--- src/rtl/branch_resolve_if.sv ---
// Bundle between the ID/EX pipeline controls and the branch resolution block.
//   Inputs to branch_resolve (driven by the master side):
//     id_valid, id_BS, id_PS, id_BrA, id_RAA  decoded branch in ID
//     stall                                   pipeline freeze
//     ex_zero                                 ALU zero flag for the EX instruction
//   Outputs from branch_resolve (driven by the slave side):
//     redirect, redirect_pc                   one-cycle fetch redirect
//     flush_if, flush_id                      wrong-path squash
//     busy                                    EX occupied or flushing
//     br_count, taken_count                   branch statistics (CW bits)
//     dbg_state                               FSM state (IDLE=0, EXEC=1, FLUSH=2)
// Handshake: there is no backpressure. A branch offered with id_valid=1 is
// taken into EX only in a cycle with stall=0 while EX is free or resolving
// not-taken; in any other cycle the offer is simply not captured.
interface branch_resolve_if #(
    parameter int CW = 16
);
    logic          id_valid;
    logic [1:0]    id_BS;
    logic          id_PS;
    logic [31:0]   id_BrA;
    logic [31:0]   id_RAA;
    logic          stall;
    logic          ex_zero;
    logic          redirect;
    logic [31:0]   redirect_pc;
    logic          flush_if;
    logic          flush_id;
    logic          busy;
    logic [CW-1:0] br_count;
    logic [CW-1:0] taken_count;
    logic [1:0]    dbg_state;

    modport master (
        output id_valid, id_BS, id_PS, id_BrA, id_RAA, stall, ex_zero,
        input  redirect, redirect_pc, flush_if, flush_id, busy,
               br_count, taken_count, dbg_state
    );

    modport slave (
        input  id_valid, id_BS, id_PS, id_BrA, id_RAA, stall, ex_zero,
        output redirect, redirect_pc, flush_if, flush_id, busy,
               br_count, taken_count, dbg_state
    );
endinterface

--- src/rtl/branch_resolve.sv ---
// Execute-stage branch resolution and pipeline-redirect controller.
// Latches the decoded branch from ID into an EX register, resolves it against
// the ALU zero flag, issues a registered one-cycle redirect on a taken branch,
// then squashes IF/ID for FLUSH_CYCLES cycles. Keeps branch statistics.
// Ports:
//   clk    rising-edge clock
//   rst_n  asynchronous active-low reset
//   bus    branch_resolve_if.slave (see interface header for signal list)
// Parameters:
//   FLUSH_CYCLES  flush length after a taken branch (1..15)
//   CW            statistics counter width (must match the interface CW)
module branch_resolve #(
    parameter int FLUSH_CYCLES = 2,
    parameter int CW           = 16
) (
    input  logic              clk,
    input  logic              rst_n,
    branch_resolve_if.slave   bus
);

    typedef enum logic [1:0] {
        IDLE  = 2'd0,
        EXEC  = 2'd1,
        FLUSH = 2'd2
    } state_t;

    state_t        state;
    logic [1:0]    ex_bs;
    logic          ex_ps;
    logic [31:0]   ex_bra;
    logic [31:0]   ex_raa;
    logic [3:0]    flush_cnt;
    logic          redirect_r;
    logic [31:0]   redirect_pc_r;
    logic          flush_r;
    logic [CW-1:0] br_r;
    logic [CW-1:0] taken_r;

    logic          ex_valid;
    logic          taken;
    logic [31:0]   target;

    // EX holds a live branch exactly while in EXEC.
    assign ex_valid = (state == EXEC);
    // Same select equation the PC mux uses.
    assign taken    = ex_bs[1] | (ex_bs[0] & (ex_ps ^ bus.ex_zero));
    assign target   = (ex_bs == 2'b10) ? ex_raa : ex_bra;

    always_ff @(posedge clk or negedge rst_n) begin
        if (!rst_n) begin
            state         <= IDLE;
            ex_bs         <= 2'b00;
            ex_ps         <= 1'b0;
            ex_bra        <= 32'd0;
            ex_raa        <= 32'd0;
            flush_cnt     <= 4'd0;
            redirect_r    <= 1'b0;
            redirect_pc_r <= 32'd0;
            flush_r       <= 1'b0;
            br_r          <= '0;
            taken_r       <= '0;
        end else begin
            redirect_r <= 1'b0;
            case (state)
                IDLE: begin
                    if (bus.id_valid && !bus.stall) begin
                        ex_bs  <= bus.id_BS;
                        ex_ps  <= bus.id_PS;
                        ex_bra <= bus.id_BrA;
                        ex_raa <= bus.id_RAA;
                        state  <= EXEC;
                    end
                end
                EXEC: begin
                    // A stall freezes EX completely: no resolve, no count.
                    if (!bus.stall) begin
                        if (ex_bs != 2'b00) begin
                            br_r <= br_r + CW'(1);
                        end
                        if (taken) begin
                            // The ID instruction is on the wrong path; it is dropped.
                            taken_r       <= taken_r + CW'(1);
                            redirect_r    <= 1'b1;
                            redirect_pc_r <= target;
                            flush_r       <= 1'b1;
                            flush_cnt     <= 4'(FLUSH_CYCLES);
                            state         <= FLUSH;
                        end else if (bus.id_valid) begin
                            ex_bs  <= bus.id_BS;
                            ex_ps  <= bus.id_PS;
                            ex_bra <= bus.id_BrA;
                            ex_raa <= bus.id_RAA;
                        end else begin
                            state <= IDLE;
                        end
                    end
                end
                FLUSH: begin
                    // Counts down regardless of stall; id_valid is ignored here.
                    if (flush_cnt <= 4'd1) begin
                        flush_cnt <= 4'd0;
                        flush_r   <= 1'b0;
                        state     <= IDLE;
                    end else begin
                        flush_cnt <= flush_cnt - 4'd1;
                    end
                end
                default: begin
                    state <= IDLE;
                end
            endcase
        end
    end

    assign bus.redirect    = redirect_r;
    assign bus.redirect_pc = redirect_pc_r;
    assign bus.flush_if    = flush_r;
    assign bus.flush_id    = flush_r;
    assign bus.busy        = (state != IDLE);
    assign bus.br_count    = br_r;
    assign bus.taken_count = taken_r;
    assign bus.dbg_state   = state;

endmodule
--- src/flat_wrapper.sv ---
// flat-port wrapper written by rule: the top's interface ports become plain ports
module branch_resolve_flat 
#(
    parameter int FLUSH_CYCLES = 2,
    parameter int CW           = 16
)
  (clk, rst_n, bus_id_valid, bus_id_BS, bus_id_PS, bus_id_BrA, bus_id_RAA, bus_stall, bus_ex_zero, bus_redirect, bus_redirect_pc, bus_flush_if, bus_flush_id, bus_busy, bus_br_count, bus_taken_count, bus_dbg_state);
  branch_resolve_if #(.CW(CW)) bus_i ();
  input  logic clk;
  input  logic rst_n;
  input wire logic [$bits(bus_i.id_valid)-1:0] bus_id_valid;
  input wire logic [$bits(bus_i.id_BS)-1:0] bus_id_BS;
  input wire logic [$bits(bus_i.id_PS)-1:0] bus_id_PS;
  input wire logic [$bits(bus_i.id_BrA)-1:0] bus_id_BrA;
  input wire logic [$bits(bus_i.id_RAA)-1:0] bus_id_RAA;
  input wire logic [$bits(bus_i.stall)-1:0] bus_stall;
  input wire logic [$bits(bus_i.ex_zero)-1:0] bus_ex_zero;
  output wire logic [$bits(bus_i.redirect)-1:0] bus_redirect;
  output wire logic [$bits(bus_i.redirect_pc)-1:0] bus_redirect_pc;
  output wire logic [$bits(bus_i.flush_if)-1:0] bus_flush_if;
  output wire logic [$bits(bus_i.flush_id)-1:0] bus_flush_id;
  output wire logic [$bits(bus_i.busy)-1:0] bus_busy;
  output wire logic [$bits(bus_i.br_count)-1:0] bus_br_count;
  output wire logic [$bits(bus_i.taken_count)-1:0] bus_taken_count;
  output wire logic [$bits(bus_i.dbg_state)-1:0] bus_dbg_state;
  assign bus_i.id_valid = bus_id_valid;
  assign bus_i.id_BS = bus_id_BS;
  assign bus_i.id_PS = bus_id_PS;
  assign bus_i.id_BrA = bus_id_BrA;
  assign bus_i.id_RAA = bus_id_RAA;
  assign bus_i.stall = bus_stall;
  assign bus_i.ex_zero = bus_ex_zero;
  assign bus_redirect = bus_i.redirect;
  assign bus_redirect_pc = bus_i.redirect_pc;
  assign bus_flush_if = bus_i.flush_if;
  assign bus_flush_id = bus_i.flush_id;
  assign bus_busy = bus_i.busy;
  assign bus_br_count = bus_i.br_count;
  assign bus_taken_count = bus_i.taken_count;
  assign bus_dbg_state = bus_i.dbg_state;
  branch_resolve #(.FLUSH_CYCLES(FLUSH_CYCLES), .CW(CW)) u_core (.clk(clk), .rst_n(rst_n), .bus(bus_i));
endmodule
--- config.mk ---
export PLATFORM = sky130hd
export DESIGN_NAME = branch_resolve_flat
export DESIGN_NICKNAME = d
export VERILOG_FILES = /design/src/rtl/branch_resolve_if.sv /design/src/rtl/branch_resolve.sv /design/src/flat_wrapper.sv
export SDC_FILE = /design/constraint.sdc
export NUM_CORES = 1
export LEC_CHECK = 0
export BUFFER_PORTS_ARGS = -buffer_cell sky130_fd_sc_hd__buf_2
export CORE_ASPECT_RATIO = 1.25
export CORE_MARGIN = 5
export CORE_UTILIZATION = 53
export DETAILED_ROUTE_END_ITERATION = 12
export HOLD_SLACK_MARGIN = 0.05
export MAX_ROUTING_LAYER = met4
export PLACE_DENSITY = 0.87
export SLEW_MARGIN = 10
export SYNTH_ARGS = -nofsm -noshare
export SYNTH_HDL_FRONTEND = slang
export SYNTH_SLANG_ARGS = --single-unit
--- constraint.sdc ---
create_clock -name clk -period 2.21 [get_ports clk]
set_input_delay 0.221 -clock clk [delete_from_list [all_inputs] [get_ports clk]]
set_output_delay 0.221 -clock clk [all_outputs]
set_load 0.02 [all_outputs]
==> results of run 1 <==
power by group:
group / internal, W / leakage [nW] / switching [W]
combinational: 0.00155 / 1.81 / 0.00174
clock: 0.00173 / 0.276 / 0.00109
sequential: 0.00355 / 1.73 / 0.000680
layout make-up:
class | instances | area, µm² | share of cell area
Sequential cell | 139 | 3480 | 0.443
Timing Repair Buffer | 208 | 1400 | 0.179
Clock buffer | 20 | 457 | 0.0582
Inverter | 5 | 18.8 | 0.00239
Tap cell | 132 | 165 | 0.0211
Multi-Input combinational cell | 287 | 2180 | 0.278
Clock inverter | 12 | 138 | 0.0175
cell families (layout without fill, tap and decap cells):
family,after synthesis,after routing,synth area share
flops,139,139,0.602
simple gates,107,107,0.0895
mux,101,101,0.190
compound gates,44,44,0.0414
xor+xnor,31,31,0.0470
buf+inv,26,245,0.0217
fa+ha+maj,4,4,0.00866
stage by stage:
stage	total power, W	area [µm²]	worst slack, ps	instances	hold slack (ps)
2_1_floorplan	0.00633	5780	283	452	-74.6
3_5_place_dp	0.00741	6660	185	712	184
3_3_place_gp	0.00717	6660	258	712	173
6_report	0.0103	7840	184	803	65.7
4_1_cts	0.0104	7840	124	803	50.6
5_1_grt	0.0110	7840	68.4	803	53.0
final timing paths:
kind / to / slack [ps] / cells past startpoint
setup / recovery: u_core.bus.taken_count[14]$_DFFE_PN0P_ / 180 / 4
hold / removal: u_core.ex_bra[7]$_DFFE_PN0P_ / 70 / 2
setup reg to reg: u_core.bus.taken_count[14]$_DFFE_PN0P_ / 180 / 4
hold reg to reg: u_core.bus.br_count[15]$_DFFE_PN0P_ / 470 / 1
max in group asynchronous: u_core.ex_bra[10]$_DFFE_PN0P_ / 1200 / 3
min in group asynchronous: u_core.bus.taken_count[15]$_DFFE_PN0P_ / 300 / 2
layout by cell type (no fill, tap or decap), types with 5 or more instances in the layout:
cell	n
buf_2	140
dfrtp_1	139
mux2_2	68
dlygate4sd3_1	59
nand2_1	49
o21ai_0	36
mux2i_1	33
xnor2_1	17
nand3_1	17
clkbuf_16	17
xor2_1	14
nor2_1	8
nand4_1	7
inv_1	5
nor4_1	5
clkinvlp_4	5
timing repair:
item | 4_1_cts | 5_1_grt
hold buffers | 59 | 0
gates resized for setup | 0 | 1
endpoints found under the setup margin | 0 | 3
endpoints found under the hold margin | 104 | 0
sequential cells by signal, summed over array words and instances (netlist names):
| signal | cells |
|---|---|
| u_core.ex_bra | 32 |
| u_core.bus.redirect | 1 |
| u_core.ex_bs | 2 |
| u_core.bus.flush_id | 1 |
| u_core.bus.redirect_pc | 32 |
| u_core.bus.dbg_state | 2 |
| u_core.bus.taken_count | 16 |
| u_core.flush_cnt | 4 |
| u_core.ex_ps | 1 |
| u_core.bus.br_count | 16 |
| u_core.ex_raa | 32 |
routing by layer:
layer	global-route usage	vias to the layer above	share of wire
met4	0.102	0	0.031
met2	0.396	140	0.54
met1	0.269	2131	0.37
met5	-	-	0
met3	0.0610	38	0.053
li1	-	1993	-
==> flow_metrics.env, run 1 <==
export IMPL_hp_class="in2reg"
export IMPL_finalSetupViolCount=0
export IMPL_tritoncts="yes"
export IMPL_async_flop_share=1.00
export IMPL_synth_common_cells="dfrtp_1, mux2_2, nand2_1, o21ai_0, mux2i_1"
export IMPL_slew_headroom=0.600
export IMPL_clkTransAtPathRegs_ps=60
export IMPL_syn_nets=528
export IMPL_ys_warn_count=0
export IMPL_worst_pin_slew_ps=595
export IMPL_path_delay_family="simple AND/OR/NAND/NOR gates"
export IMPL_ys_seq_area_frac=0.602
export IMPL_grt_pass1_wl_um=23400
export IMPL_synth_area_leaders="dfrtp_1, mux2_2, mux2i_1, nand2_1, o21ai_0"
export IMPL_finalCritPeriodShare=0.917
export IMPL_grt_util_all_layers=0.239
export IMPL_endpoint_kind="flip-flop"
export IMPL_synth_most_common_cell="dfrtp_1"
export IMPL_worst_ep_arrival_time_ps=2360
export IMPL_rows=42
export IMPL_dpl_hpwl_um=8820
export IMPL_synth_edf_count=0
export IMPL_rsz0062_at_grt="no"
export IMPL_critPathBufInv=0
export IMPL_synth_flop_cell="dfrtp_1"
export IMPL_fin_nets=734
export IMPL_drc=0
export IMPL_first_global_vias=4748
export IMPL_viasPerCell=5.36
export IMPL_ant_nets=0
export IMPL_finalSetupTns_ps=0
export IMPL_powerDensity_mw_per_mm2=1320
export IMPL_n_fill_cell=685
export IMPL_synth_cell_types=34
export IMPL_wire_per_inst_um=17.5
export IMPL_cts_inserted_buffers=17
export IMPL_hold_start="bus_id_BrA[7]"
export IMPL_synth_seq_cells=139
export IMPL_r2r_start="u_core.bus.dbg_state[0]$_DFFE_PN0P_"
export IMPL_cts_buffer_depth=2
export IMPL_cts_root_buf="clkbuf_16"
export IMPL_timing_fmax_ghz=0.494
export IMPL_first_iter_violations=159
export IMPL_fin_skew_ps=11.4
export IMPL_grt_antenna_before_repair=0
export IMPL_fin_crit_ps=2030
export IMPL_cp_startpoint="u_core.bus.dbg_state[0]$_DFFE_PN0P_"
export IMPL_crit_chain="or3b_4 -> a211o_2 -> nor4_1 -> xor2_1"
export IMPL_portBuffers=141
export IMPL_gr_total_overflow=0
export IMPL_leakage_nw=3.82
export IMPL_post_cts_buffers=0
export IMPL_peakVddDrop_mv=0.776
export IMPL_utilization=0.739
export IMPL_critPathLaunchType="flip-flop"
export IMPL_finalHoldViolCount=0
export IMPL_synth_area_leader_cell="dfrtp_1"
export IMPL_initial_core_util=0.544
export IMPL_drtPass1Iterations=4
export IMPL_avgSynthCellArea_um2=12.8
export IMPL_yosysTopAreaCellShare=0.602
export IMPL_diodes=0
export IMPL_vias=4302
export IMPL_synth_cells=452
export IMPL_clk_latency_ps=420
export IMPL_die_w_um=103
export IMPL_slowest_stage="a211o_2"
export IMPL_cp_max_fo=20
export IMPL_area_growth_pct=35.8
export IMPL_die_y_um=127
export IMPL_worst_path_largest_cell_delay_ps=470
export IMPL_ios=142
export IMPL_core_region_area_mm2=0.0106
export IMPL_syn_area_mm2=0.00578
export IMPL_cts_sinks=139
export IMPL_gp_congestion=0.834
export IMPL_drt_wl_total_um=14000
export IMPL_grt_max_degree=71
export IMPL_outcome="complete, no violations"
export IMPL_cts_max_level=4
export IMPL_cp_required_ps=2550
export IMPL_path_class="reg2reg"
export IMPL_layout_drive_gt1_share=0.380
export IMPL_drv_cap=0
export IMPL_die_area_mm2=0.0131
export IMPL_drv_slew=0
(Power assumes the default switching activity.)
==> run 2, diff against run 1 <==
- CAP_MARGIN: unset -> 20
- CORE_MARGIN: 5 -> 2
==> flow_metrics.env, run 2 (synthesized netlist as in run 1, its figures left out) <==
export IMPL_die_y_um=121
export IMPL_rsz0062_at_grt="no"
export IMPL_drc=0
export IMPL_clk_latency_ps=410
export IMPL_path_class="reg2reg"
export IMPL_finalSetupViolCount=0
export IMPL_vias=4265
export IMPL_cp_max_fo=14
export IMPL_leakage_nw=3.77
export IMPL_peakVddDrop_mv=1.01
export IMPL_portBuffers=141
export IMPL_worst_ep_arrival_time_ps=2330
export IMPL_cp_required_ps=2530
export IMPL_layout_common_cells="buf_2, dfrtp_1, mux2_2"
export IMPL_grt_antenna_before_repair=0
export IMPL_powerDensity_mw_per_mm2=1340
export IMPL_first_global_vias=4547
export IMPL_fin_nets=723
export IMPL_worst_pin_slew_ps=532
export IMPL_critPathLaunchType="flip-flop"
export IMPL_tritoncts="yes"
export IMPL_wire_per_inst_um=16.5
export IMPL_core_region_area_mm2=0.0106
export IMPL_wl_met2_um=7090
export IMPL_hp_class="in2reg"
export IMPL_met3_length_um=522
export IMPL_cts_inserted_buffers=17
export IMPL_mostFrequentLayoutCell="buf_2"
export IMPL_initial_core_util=0.544
export IMPL_outcome="complete, no violations"
export IMPL_cts_buffer_depth=2
export IMPL_cts_hold_buf=48
export IMPL_gp_congestion=0.870
export IMPL_finalCritPeriodShare=0.906
export IMPL_finalSetupTns_ps=0
export IMPL_diodes=0
export IMPL_final_cell_area_mm2=0.00775
export IMPL_setup_slack_ps=207
export IMPL_grt_util_all_layers=0.238
export IMPL_first_iter_violations=197
export IMPL_wl_met1_um=5080
export IMPL_fin_crit_ps=2000
export IMPL_cts_sinks=139
export IMPL_endpoint_kind="flip-flop"
export IMPL_layout_drive_gt1_share=0.385
export IMPL_finalHoldViolCount=0
export IMPL_n_fill_cell=680
export IMPL_cts_max_level=4
export IMPL_dpl_hpwl_um=8170
export IMPL_fin_skew_ps=6.74
export IMPL_cts_resized=0
export IMPL_die_area_mm2=0.0118
export IMPL_highest_layer="met4"
export IMPL_area_growth_pct=34.2
export IMPL_slew_headroom=0.642
export IMPL_drv_slew=0
export IMPL_post_cts_buffers=0
export IMPL_ios=142
export IMPL_clkTransAtPathRegs_ps=60
export IMPL_pre_cts_ws_ps=218
export IMPL_die_w_um=97.4
export IMPL_viasPerCell=5.39
export IMPL_drtPass1Iterations=4
export IMPL_cts_root_buf="clkbuf_16"
export IMPL_drt_wl_total_um=13100
export IMPL_grt_pass1_wl_um=21500
export IMPL_timing_fmax_ghz=0.499
export IMPL_gr_total_overflow=0
export IMPL_ant_nets=0
export IMPL_grt_max_degree=68
export IMPL_drv_cap=0
export IMPL_rows=42
export IMPL_dpl_cell_area_mm2=0.00665
==> run 2: stage by stage <==
| step | util | hold WS (ps) | cells | power [W] |
|---|---|---|---|---|
| after detailed placement | 0.626 | 192 | 711 | 0.00737 |
| final | 0.730 | 56.3 | 792 | 0.0104 |
| after global routing | 0.730 | 54.3 | 792 | 0.0109 |
| after global placement | 0.626 | 183 | 711 | 0.00713 |
| after floorplan | - | -74.6 | 452 | 0.00633 |
| after CTS | 0.729 | 50.1 | 791 | 0.0104 |
==> run 2: critical path, cell delays in order (launching register included) <==
cell	delay, ps
dfrtp_1	440
or3b_4	440
a211o_2	440
nor4_1	400
xor2_1	200
==> run 2: layer usage <==
layer / vias up / global-route usage
met5: - / -
met1: 2120 / 0.266
met2: 139 / 0.417
met4: 0 / 0.0964
li1: 1972 / -
met3: 34 / 0.0486
==> run 2: cell type report <==
class	count	area, µm²	share of cell area
clock buffers	19	443	0.0572
well taps	132	165	0.0213
inverters	5	18.8	0.00242
clock inverters	13	169	0.0218
flip-flops and latches	139	3480	0.449
repair buffers	197	1290	0.167
multi-input cells	287	2180	0.282
==> run 2: worst paths after layout <==
kind | start | end | slack [ps] | cells past startpoint
max in group asynchronous | rst_n | u_core.ex_raa[10]$_DFFE_PN0P_ | 1150 | 3
setup reg to reg | u_core.bus.dbg_state[0]$_DFFE_PN0P_ | u_core.bus.taken_count[11]$_DFFE_PN0P_ | 210 | 4
min in group asynchronous | rst_n | u_core.bus.taken_count[6]$_DFFE_PN0P_ | 320 | 2
setup / recovery | u_core.bus.dbg_state[0]$_DFFE_PN0P_ | u_core.bus.taken_count[11]$_DFFE_PN0P_ | 210 | 4
hold reg to reg | u_core.bus.br_count[15]$_DFFE_PN0P_ | u_core.bus.br_count[15]$_DFFE_PN0P_ | 480 | 1
hold / removal | bus_id_BrA[6] | u_core.ex_bra[6]$_DFFE_PN0P_ | 60 | 2
==> run 2: power breakdown <==
group          switching [W]  total [W]  internal [W]
combinational        0.00172    0.00324       0.00153
sequential          0.000676    0.00423       0.00355
clock                0.00108    0.00289       0.00181
total                0.00348     0.0104       0.00689
==> run 3, diff against run 2 <==
- RECOVER_POWER: unset -> 25
==> flow_metrics.env, run 3 (synthesized netlist as in run 1, its figures left out) <==
export IMPL_met3_length_um=538
export IMPL_wl_met1_um=5100
export IMPL_combPwrFrac=0.313
export IMPL_cts_root_buf="clkbuf_16"
export IMPL_grt_pass1_wl_um=21500
export IMPL_clkTransAtPathRegs_ps=60
export IMPL_rsz0062_at_grt="no"
export IMPL_drv_slew=0
export IMPL_ios=142
export IMPL_grt_max_degree=68
export IMPL_gp_congestion=0.870
export IMPL_viasPerCell=5.37
export IMPL_cts_max_level=4
export IMPL_worst_ep_arrival_time_ps=2340
export IMPL_setup_slack_ps=199
export IMPL_finalCritPeriodShare=0.910
export IMPL_initial_core_util=0.544
export IMPL_diodes=0
export IMPL_vias=4256
export IMPL_portBuffers=141
export IMPL_p_sw_frac=0.335
export IMPL_powerDensity_mw_per_mm2=1340
export IMPL_first_iter_violations=210
export IMPL_wl_met2_um=7070
export IMPL_fin_crit_ps=2010
export IMPL_seqPwrFrac=0.408
export IMPL_ant_nets=0
export IMPL_core_region_area_mm2=0.0106
export IMPL_finalHoldViolCount=0
export IMPL_finalSetupViolCount=0
export IMPL_rows=42
export IMPL_internal_power_w=0.00688
export IMPL_cp_required_ps=2540
export IMPL_cp_max_fo=14
export IMPL_finalSetupTns_ps=0
export IMPL_grt_util_all_layers=0.238
export IMPL_power_switching_w=0.00347
export IMPL_worst_pin_slew_ps=1250
export IMPL_cts_buffer_depth=2
export IMPL_die_w_um=97.4
export IMPL_clk_latency_ps=410
export IMPL_timing_fmax_ghz=0.497
export IMPL_wire_per_inst_um=16.6
export IMPL_path_class="reg2reg"
export IMPL_slew_headroom=0.164
export IMPL_mostFrequentLayoutCell="buf_2"
export IMPL_r2r_end="u_core.bus.taken_count[11]$_DFFE_PN0P_"
export IMPL_min_path_cells=2
export IMPL_area_growth_pct=33.9
export IMPL_critPathLaunchType="flip-flop"
export IMPL_pwr_share_clk=0.279
export IMPL_ff2ff_setup_slack_ps=200
export IMPL_dpl_hpwl_um=8170
export IMPL_post_cts_buffers=0
export IMPL_highest_layer="met4"
export IMPL_die_y_um=121
export IMPL_min_to="u_core.ex_bra[6]$_DFFE_PN0P_"
export IMPL_die_area_mm2=0.0118
export IMPL_layout_drive_gt1_share=0.385
export IMPL_fin_nets=723
export IMPL_drc=0
export IMPL_cts_sinks=139
export IMPL_tritoncts="yes"
export IMPL_finalPower_w=0.0104
export IMPL_hp_class="in2reg"
export IMPL_hold_start="bus_id_BrA[6]"
export IMPL_fin_skew_ps=6.83
export IMPL_outcome="complete, no violations"
export IMPL_drv_cap=0
export IMPL_r2r_start="u_core.bus.dbg_state[0]$_DFFE_PN0P_"
export IMPL_pre_cts_ws_ps=218
export IMPL_layout_common_cells="buf_2, dfrtp_1, mux2_2"
export IMPL_drt_wl_total_um=13100
export IMPL_gr_total_overflow=0
export IMPL_reg2reg_depth=4
export IMPL_timing_hold_ws_ps=59.5
export IMPL_grt_antenna_before_repair=0
export IMPL_cts_inserted_buffers=17
export IMPL_first_global_vias=4547
export IMPL_drtPass1Iterations=5
export IMPL_peakVddDrop_mv=1.01
export IMPL_endpoint_kind="flip-flop"
export IMPL_leakage_nw=3.77
run 3: cell types whose count changed in the layout (fill, tap and decap cells not counted):
cell	previous run	this run
clkbuf_2	0	1
buf_12	3	2
run 3: worst max-delay path by stage:
stage                                   startpoint                                      to  slack (ps)  cells past startpoint
2_1_floorplan  u_core.bus.dbg_state[0]$_DFFE_PN0P_   u_core.bus.redirect_pc[4]$_DFFE_PN0P_         280                      7
3_3_place_gp   u_core.bus.dbg_state[1]$_DFFE_PN0P_  u_core.bus.taken_count[11]$_DFFE_PN0P_         330                      4
3_5_place_dp   u_core.bus.dbg_state[0]$_DFFE_PN0P_  u_core.bus.taken_count[11]$_DFFE_PN0P_         220                      4
4_1_cts        u_core.bus.dbg_state[0]$_DFFE_PN0P_  u_core.bus.taken_count[11]$_DFFE_PN0P_         210                      4
5_1_grt        u_core.bus.dbg_state[0]$_DFFE_PN0P_  u_core.bus.redirect_pc[27]$_DFFE_PN0P_          80                      4
6_report       u_core.bus.dbg_state[0]$_DFFE_PN0P_  u_core.bus.taken_count[11]$_DFFE_PN0P_         200                      4
run 3: power groups by stage:
stage	sequential [W]	clock (W)	combinational, W
6_report	0.00422	0.00289	0.00324
5_1_grt	0.00433	0.00303	0.00352
4_1_cts	0.00419	0.00292	0.00324
3_5_place_dp	0.00423	0	0.00314
3_3_place_gp	0.00414	0	0.00300
2_1_floorplan	0.00446	0	0.00187
run 3: cell type report:
| class | instances | area, µm² |
|---|---|---|
| timing repair buffer | 197 | 1280 |
| multi-input combinational | 287 | 2180 |
| fill | 685 | 2880 |
| inverter | 5 | 18.8 |
| sequential | 139 | 3480 |
| tap | 132 | 165 |
| clock inverter | 13 | 169 |
| clock buffer | 19 | 443 |
run 3: worst max-delay path, stage by stage (launching register included):
cell     delay (ps)
dfrtp_1         450
or3b_4          440
a211o_2         440
nor4_1          400
xor2_1          200
run 3: timing repair:
action / in CTS / in global routing
gates resized for setup: 0 / 0
hold endpoints to repair: 97 / 1
hold buffers: 48 / 1
run 3: per-layer routing:
metal,track usage,vias to the layer above
met5,-,-
met1,0.266,2111
li1,-,1974
met2,0.417,134
met4,0.0964,0
met3,0.0486,37
run 3: per-stage QoR:
stage	util	std cells	cell area [µm²]
6_report	0.729	792	7730
5_1_grt	0.729	792	7730
4_1_cts	0.729	791	7740
3_5_place_dp	0.626	711	6650
3_3_place_gp	0.626	711	6650
2_1_floorplan	-	452	5780
